**src/rtl/addsub_pkg.sv**
```systemverilog
// addsub_pkg: shared definitions for the add/subtract scheduler.
//   state_e  - scheduler FSM encoding (IDLE=0, EXEC=1, RESP=2)
//   ADD/SUB  - values of the per-requester mode bit
package addsub_pkg;

  typedef enum logic [1:0] {
    IDLE = 2'd0,
    EXEC = 2'd1,
    RESP = 2'd2
  } state_e;

  localparam logic ADD = 1'b0;
  localparam logic SUB = 1'b1;

endpackage

```
**src/rtl/addsub_core.sv**
```systemverilog
// addsub_core: combinational N-bit adder/subtractor built as a ripple chain
// of full adders.
//   a, b  - operands
//   sub   - mode (ADD: a+b, SUB: a+~b+1)
//   sum   - result modulo 2^N
//   cout  - carry out of the MSB (on subtract, 1 means no borrow)
//   ovf   - two's-complement overflow
module addsub_core
  import addsub_pkg::*;
#(
  parameter int N = 4
) (
  input  logic [N-1:0] a,
  input  logic [N-1:0] b,
  input  logic         sub,
  output logic [N-1:0] sum,
  output logic         cout,
  output logic         ovf
);

  logic [N:0]   c;
  logic [N-1:0] b_eff;

  // Subtract is a + ~b with the chain's carry-in supplying the +1.
  assign b_eff = (sub == SUB) ? ~b : b;
  assign c[0]  = (sub == SUB);

  for (genvar i = 0; i < N; i++) begin : g_fa
    assign sum[i]   = a[i] ^ b_eff[i] ^ c[i];
    assign c[i + 1] = (a[i] & b_eff[i]) | (c[i] & (a[i] ^ b_eff[i]));
  end

  assign cout = c[N];
  assign ovf  = c[N] ^ c[N - 1];

endmodule

```
**src/rtl/addsub_scheduler.sv**
```systemverilog
// addsub_scheduler: round-robin arbiter in front of one shared add/sub core.
//   clk, rst_n          - clock, asynchronous active-low reset
//   req_valid/req_sub   - per-requester request and mode
//   req_a/req_b         - packed operands, requester i at [i*N +: N]
//   req_ready           - one-hot accept strobe to the winner
//   rsp_valid/rsp_ready - result handshake
//   rsp_id/sum/cout/ovf - owner and result of the current response
//
// state | meaning
// IDLE  | free; grants a winner in the same cycle if any request is up
// EXEC  | latched operands flow through the core; result is registered
// RESP  | rsp_valid high, outputs held until rsp_ready
module addsub_scheduler
  import addsub_pkg::*;
#(
  parameter int N = 4,
  parameter int R = 4
) (
  input  logic                 clk,
  input  logic                 rst_n,
  input  logic [R-1:0]         req_valid,
  input  logic [R-1:0]         req_sub,
  input  logic [R*N-1:0]       req_a,
  input  logic [R*N-1:0]       req_b,
  output logic [R-1:0]         req_ready,
  output logic                 rsp_valid,
  input  logic                 rsp_ready,
  output logic [$clog2(R)-1:0] rsp_id,
  output logic [N-1:0]         rsp_sum,
  output logic                 rsp_cout,
  output logic                 rsp_ovf
);

  localparam int IW = $clog2(R);

  state_e        state_q;
  logic [IW-1:0] ptr_q;
  logic [IW-1:0] id_q;
  logic [N-1:0]  a_q;
  logic [N-1:0]  b_q;
  logic          sub_q;
  // Low from reset until the first edge after release, so nothing is
  // granted in the cycle rst_n goes high.
  logic          arm_q;

  logic          any_d;
  logic [IW-1:0] win_d;
  logic          accept_d;

  logic [N-1:0]  core_sum;
  logic          core_cout;
  logic          core_ovf;

  // Round-robin search starting at ptr_q; the IW-bit add wraps modulo R.
  always_comb begin
    any_d = 1'b0;
    win_d = ptr_q;
    for (int k = 0; k < R; k++) begin
      if (!any_d && req_valid[ptr_q + IW'(k)]) begin
        any_d = 1'b1;
        win_d = ptr_q + IW'(k);
      end
    end
  end

  assign accept_d = (state_q == IDLE) && arm_q && any_d;

  always_comb begin
    req_ready = '0;
    if (accept_d) req_ready[win_d] = 1'b1;
  end

  addsub_core #(.N(N)) u_core (
    .a    (a_q),
    .b    (b_q),
    .sub  (sub_q),
    .sum  (core_sum),
    .cout (core_cout),
    .ovf  (core_ovf)
  );

  always_ff @(posedge clk or negedge rst_n) begin
    if (!rst_n) begin
      state_q   <= IDLE;
      ptr_q     <= '0;
      id_q      <= '0;
      a_q       <= '0;
      b_q       <= '0;
      sub_q     <= ADD;
      arm_q     <= 1'b0;
      rsp_valid <= 1'b0;
      rsp_id    <= '0;
      rsp_sum   <= '0;
      rsp_cout  <= 1'b0;
      rsp_ovf   <= 1'b0;
    end else begin
      arm_q <= 1'b1;
      case (state_q)
        IDLE: begin
          if (accept_d) begin
            a_q     <= req_a[int'(win_d)*N +: N];
            b_q     <= req_b[int'(win_d)*N +: N];
            sub_q   <= req_sub[win_d];
            id_q    <= win_d;
            ptr_q   <= win_d + IW'(1);
            state_q <= EXEC;
          end
        end
        EXEC: begin
          rsp_sum   <= core_sum;
          rsp_cout  <= core_cout;
          rsp_ovf   <= core_ovf;
          rsp_id    <= id_q;
          rsp_valid <= 1'b1;
          state_q   <= RESP;
        end
        RESP: begin
          if (rsp_ready) begin
            rsp_valid <= 1'b0;
            state_q   <= IDLE;
          end
        end
        default: state_q <= IDLE;
      endcase
    end
  end

endmodule

```
**config.mk**
```make
export PLATFORM = sky130hd
export DESIGN_NAME = addsub_scheduler
export DESIGN_NICKNAME = d
export VERILOG_FILES = /design/src/rtl/addsub_pkg.sv /design/src/rtl/addsub_core.sv /design/src/rtl/addsub_scheduler.sv
export SDC_FILE = /design/constraint.sdc
export NUM_CORES = 1
export LEC_CHECK = 0
export ABC_AREA = 1
export BUFFER_PORTS_ARGS = -buffer_cell sky130_fd_sc_hd__buf_4
export CAP_MARGIN = 10
export CORE_UTILIZATION = 36
export DETAILED_ROUTE_END_ITERATION = 8
export HOLD_SLACK_MARGIN = 0.05
export PLACE_DENSITY_LB_ADDON = 0.12
export SLEW_MARGIN = 20
export SYNTH_ARGS = -nofsm -noshare
export SYNTH_HDL_FRONTEND = slang
export SYNTH_SLANG_ARGS = --single-unit
```
**constraint.sdc**
```tcl
create_clock -name clk -period 6.1 [get_ports clk]
set_clock_uncertainty 0.1 [all_clocks]
set_input_delay 1.22 -clock clk [delete_from_list [all_inputs] [get_ports clk]]
set_output_delay 1.22 -clock clk [all_outputs]
set_load 0.05 [all_outputs]
```
After elaboration in Yosys (flattened, before gate mapping)
Index checks and enable logic that the tools add are counted.

$add $sub $neg: 4. $mul: 0. Divide/modulo/power cells: 0. Order comparisons: 6. Equal/unequal tests: 4. Shift-type cells: 2. Mux-type cells: 26. Bitwise gates (word level): 22. Reduce and logical (&&, ||, !) cells: 14.

Operators with widths (number): variable part select 16 x 5 -> 4 bit (2); less-than comparator 2 x 3 -> 1 bit (second input constant) (5); two-way mux 1 bit (11); binary-select mux 1 bit (select 2 bit) (5); two-way mux 2 bit (5); XOR 1 bit (9); AND 1 bit (8); two-way mux 4 bit (2); logical AND 1 bit (6); one-hot mux 2 bit (3 select lines) (1); AND reduction 2 bit (3); adder 2 x 1 -> 2 bit (second input constant) (2); adder 2 bit (second input constant) (2); != test 2 bit (second input constant) (2); NOT 4 bit (1); bitwise OR 1 bit (4); zero test 1 bit (3); demux 1 bit (select 2 bit) (1); == test 2 x 1 -> 1 bit (second input constant) (1); == test 2 bit (second input constant) (1); >= comparator 2 x 1 -> 1 bit (second input constant) (1); zero test 2 bit (1); one-hot mux 1 bit (2 select lines) (1); nonzero test 2 bit (1).

Bits in registers: 25. Bits in latches: 0. RAM bits: 0. Memory bits (read-only): 0. Bits of input ports: 43. Output and inout bits: 13. Logic and storage cells: 90. Memories kept: 0.

Logic depth before layout (Yosys ltp)
Word-level depth: 17. Mapped depth: 18. Gate-level depth less buffers: 16.

Modules after synthesis
From an unflattened synthesis, not the netlist that was laid out.

Cells, all modules: 313. Area, all modules: 2014.4 um^2.

By module, submodules not included: addsub_scheduler (times used 1, cells each 281, area each 1845.5 um^2, seq. area each 625.6 um^2); addsub_core (times used 1, cells each 32, area each 168.9 um^2, seq. area each 0.0 um^2).

Worst setup path after synthesis
OpenSTA, ideal clock, no wires.

Path kind: input -> output. From: input port req_valid[3]. To: output port req_ready[3]. Data arrival time: 2.994 ns. Data required time: 4.780 ns. Slack: 1.786 ns. Cell stages on the path: 13. Buffers on the path: 1. Cell sequence: inv_1 > nand2_1 > nand3_1 > nand2_1 > inv_1 > nand4_4 > buf_6 > nand2_1 > nand2_2 > nand2_4 > ha_1 > inv_1 > nor2_1.

Word-level cells in the longest chain between the ends: 17. Elaborated cells between the ends (all ways): 28. Those cells by class: order compare (2); mux (18); reduce/logical (8).

RTL lines: start, declared (line addsub_scheduler.sv:21) `input logic [R-1:0] req_valid,`; binary-select mux 1 bit (select 2 bit) (line addsub_scheduler.sv:59) `if (!any_d && req_valid[ptr_q + IW'(k)]) begin`; two-way mux 1 bit (not written as such) (line addsub_scheduler.sv:59); two-way mux 1 bit (line addsub_scheduler.sv:59); zero test 1 bit (line addsub_scheduler.sv:59); logical AND 1 bit (line addsub_scheduler.sv:59); two-way mux 1 bit (line addsub_scheduler.sv:59); zero test 1 bit (line addsub_scheduler.sv:59); logical AND 1 bit (line addsub_scheduler.sv:59); (+2 left out); logical AND 1 bit (line addsub_scheduler.sv:59); two-way mux 2 bit (*) (line addsub_scheduler.sv:59); named net win_d[1] (line addsub_scheduler.sv:47) `logic [IW-1:0] win_d;`; less-than comparator 2 x 3 -> 1 bit (not written as such) or >= comparator 2 x 1 -> 1 bit (tied branches) (line addsub_scheduler.sv:70) `if (accept_d) req_ready[win_d] = 1'b1;`; logical AND 1 bit (not written as such) (line addsub_scheduler.sv:70); two-way mux 1 bit (not written as such) (line addsub_scheduler.sv:70); demux 1 bit (select 2 bit) (*) (line addsub_scheduler.sv:70); two-way mux 4 bit (*) (line addsub_scheduler.sv:70); end, declared (line addsub_scheduler.sv:25) `output logic [R-1:0] req_ready,`.

Mark *: on every way through the listed nets, which the timed path passes. The rest lies on a longest branch. The select of a mux whose other input is x is not followed.

Worst setup path after layout
From: input port req_valid[1]. To: output port req_ready[3].

The elaborated chain is that of the path after synthesis.

==> summary.txt <==
Yosys
  • Warnings from Yosys: 0
  • Post-synthesis compound-gate area fraction: 4.48%
  • Adder-Cell Fraction of Synth Area: 5.63%
  • Synth Net Count: 339
  • Area leader, netlist: dfrtp_1
  • Synth top area share: 32.0%
  • Seq/Total Area, Yosys: 32.0%
  • Main combinational cell family by area after synthesis: simple AND/OR/NAND/NOR gates
  • Synth cell types: 26
  • Cells after Synth: 289
  • Register bit total from synthesis: 25
  • Synth area leaders: dfrtp_1 (32%), nand2_1 (29%), nand3_1 (7.7%), buf_6 (4.0%), inv_1 (3.8%)
  • Simple-gate area share of the yosys netlist: approximately 46%
  • Avg Synthesized Cell Area: 6.76 µm²
  • Mux contribution to synthesized area: 0%
  • Post-Synth XOR/XNOR Area: roughly 1.8%
  • Synth Cell Area: 0.00195 mm²

Setup path
  • Max stage delay on crit path: 0.32 ns
  • Worst EP required: 4.78 ns
  • Crit Path Max Fanout: 21
  • Worst Path Class, Setup: in -> out
  • CP Launch Type: primary input
  • CP endpoint kind: output pin
  • Slowest-stage cell, CP: nand4_4
  • Critical path arrival: 3.11 ns
  • Crit-path cells: buf_4 -> inv_1 -> nand2_1 -> nand3_1 -> nand2_1 -> inv_1 -> nand4_4 -> nand2_1 -> nand2_2 -> nand2_4 -> ha_1 -> inv_1 -> nor2_1 -> buf_4

Drt
  • Initial drt markers: between 90 and 100
  • Vias per inst: 4.48
  • WL final: 4240 µm
  • DR pass1 iterations: 4
  • # DRC: 0
  • Total number of vias: ~1,800
  • WL/cell: 10.4 µm
  • Routed Antenna Nets: 0

Clock tree
  • Clk buf depth: 2
  • CTS tree: built
  • CTS buffer count: 3
  • Sink Count: 25
  • Clock latency on the worst-skew pair: 0.26 ns
  • # resized after CTS: 0
  • Post-CTS Setup Inserts: 0
  • Cts-stage hold buffer count: 0
  • H-Tree Depth: 1
  • Root buf cell: clkbuf_8
  • Clock-pin slew on the worst setup and hold paths: 0.08 ns

Die
  • IO Pins: between 50 and 60
  • Core area: 0.00517 mm²
  • Die height: 75.7 µm
  • Die ar.: approximately 0.0057 mm²
  • Num rows: 26
  • Initial core utilization: 37.8%
  • Width of the die: 75.7 µm

GRT
  • Largest net degree at the start of global routing: 26
  • First-pass GRT wire length: about 7000 µm
  • Grt total ovfl: 0
  • Vias in the first global route: around 1,700
  • Initial antenna violation count: 0
  • Gr usage total: 16.0%

Status
  • Status: finished clean

Place
  • Dpl cell area: around 0.0024 mm²
  • GPL Wtd Cong: 0.800
  • Post-DP HPWL: 3340 µm
  • # port buffers: 55
  • Inst Count DP: 402

Final layout
  • Final core utilization: ~46%
  • Post-route cell area: 0.00240 mm²
  • Area delta synth->final: 22.7%
  • Layout cells sized above 1: 23.5%
  • Nets@finish: 387
  • Final Non-Filler Cells: 406
  • Antenna cells: 0

Min path
  • HP Class: reg -> reg

STA
  • Period minus WS final: 4.43 ns
  • Final period utilization: 72.6%
  • Fin. Hold Viols: 0
  • Fmax achieved: 226 MHz
  • Final Setup Violations: 0
  • Worst slew pin tran: 0.513 ns
  • Slew HR: 65.8%
  • RSZ-0062 raised after global routing: false
  • Max-slew violations: 0
  • TNS Setup: 0 ns

Run
  • Max Cap Viol: 0
## cells in the final DEF, fill, tap and decap left out, types with 4 or more instances in the layout
| cell | Yosys | layout |
|---|---|---|
| buf_4 | 0 | 55 |
| dfrtp_1 | 25 | 25 |
| ha_1 | 4 | 4 |
| inv_1 | 20 | 20 |
| nand2_1 | 149 | 149 |
| nand2_2 | 8 | 8 |
| nand2_4 | 4 | 4 |
| nand3_1 | 30 | 30 |
| nor2_1 | 6 | 6 |
| o21ai_0 | 10 | 10 |
## kinds of logic (layout without fill, tap and decap cells)
logic type,Yosys count,in the layout
AND/OR/NAND/NOR,203,203
buffers and inverters,35,82
AO/OA/AOI/OAI,14,14
other,1,1
adder cells (fa/ha/maj),7,7
XOR/XNOR,4,4
flip-flops,25,25
## state kept, by name (all words and copies together), names as in the netlist
signal / count
rsp_ovf: 1
id_q: 2
a_q: 4
ptr_q: 2
b_q: 4
rsp_cout: 1
arm_q: 1
rsp_id: 2
rsp_sum: 4
state_q: 2
rsp_valid: 1
sub_q: 1
## area by class of cell
class	count	area [µm²]
tap	70	87.6
timing repair buffer	55	413
fill	536	2770
clock buffer	3	41.3
multi-input combinational	229	1140
clock inverter	1	5.00
inverter	23	86.3
sequential	25	626
## routing by layer
layer	GRT usage [%]	wire, µm
met1	20.7	1920
met2	29.3	2130
met3	3.04	190
met4	0.617	0
met5	0	0
## cell usage after synthesis
cell type / count
nor3_1: 1
clkbuf_1: 1
xor2_1: 2
or2_2: 1
xnor2_1: 2
fa_1: 3
nand2_1: 149
nand3_1: 30
nand2_2: 8
o21ai_4: 1
o21a_1: 2
inv_2: 3
ha_1: 4
inv_1: 20
nand3_4: 1
a31oi_1: 1
buf_6: 7
buf_2: 4
nor2_8: 1
nand4_4: 1
nand4_1: 1
nor2_1: 6
o21ai_0: 10
dfrtp_1: 25
nand2_4: 4
conb_1: 1
## final timing paths
kind | start | to | slack, ns | depth (start not counted)
max in group asynchronous | rst_n | rsp_sum[3]$_DFFE_PN0P_ | 4.92 | 1
setup reg to reg | ptr_q[0]$_DFFE_PN0P_ | ptr_q[1]$_DFFE_PN0P_ | 3.27 | 12
setup / recovery | req_valid[1] | req_ready[3] | 1.67 | 14
hold / removal | rsp_sum[3]$_DFFE_PN0P_ | rsp_sum[3]$_DFFE_PN0P_ | 0.38 | 2
min in group asynchronous | rst_n | rsp_id[1]$_DFFE_PN0P_ | 0.74 | 1
hold reg to reg | rsp_sum[3]$_DFFE_PN0P_ | rsp_sum[3]$_DFFE_PN0P_ | 0.38 | 2
## through the flow
| step | hold WS [ns] | setup slack (ns) |
|---|---|---|
| floorplan | 0.349 | 1.79 |
| global placement | 0.359 | 1.69 |
| detailed placement | 0.364 | 1.67 |
| CTS | 0.385 | 1.67 |
| global route | 0.409 | 1.44 |
| finish | 0.378 | 1.67 |
## critical path: cells and delay by family
kind	cells	cell delay, ns
fa+ha+maj	1	0.16
buf+inv	5	0.62
simple gates	8	1.10
Power is left out: the tool's default activity adds up to more than one toggle a clock period on the data nets, which glitch-free logic cannot reach.
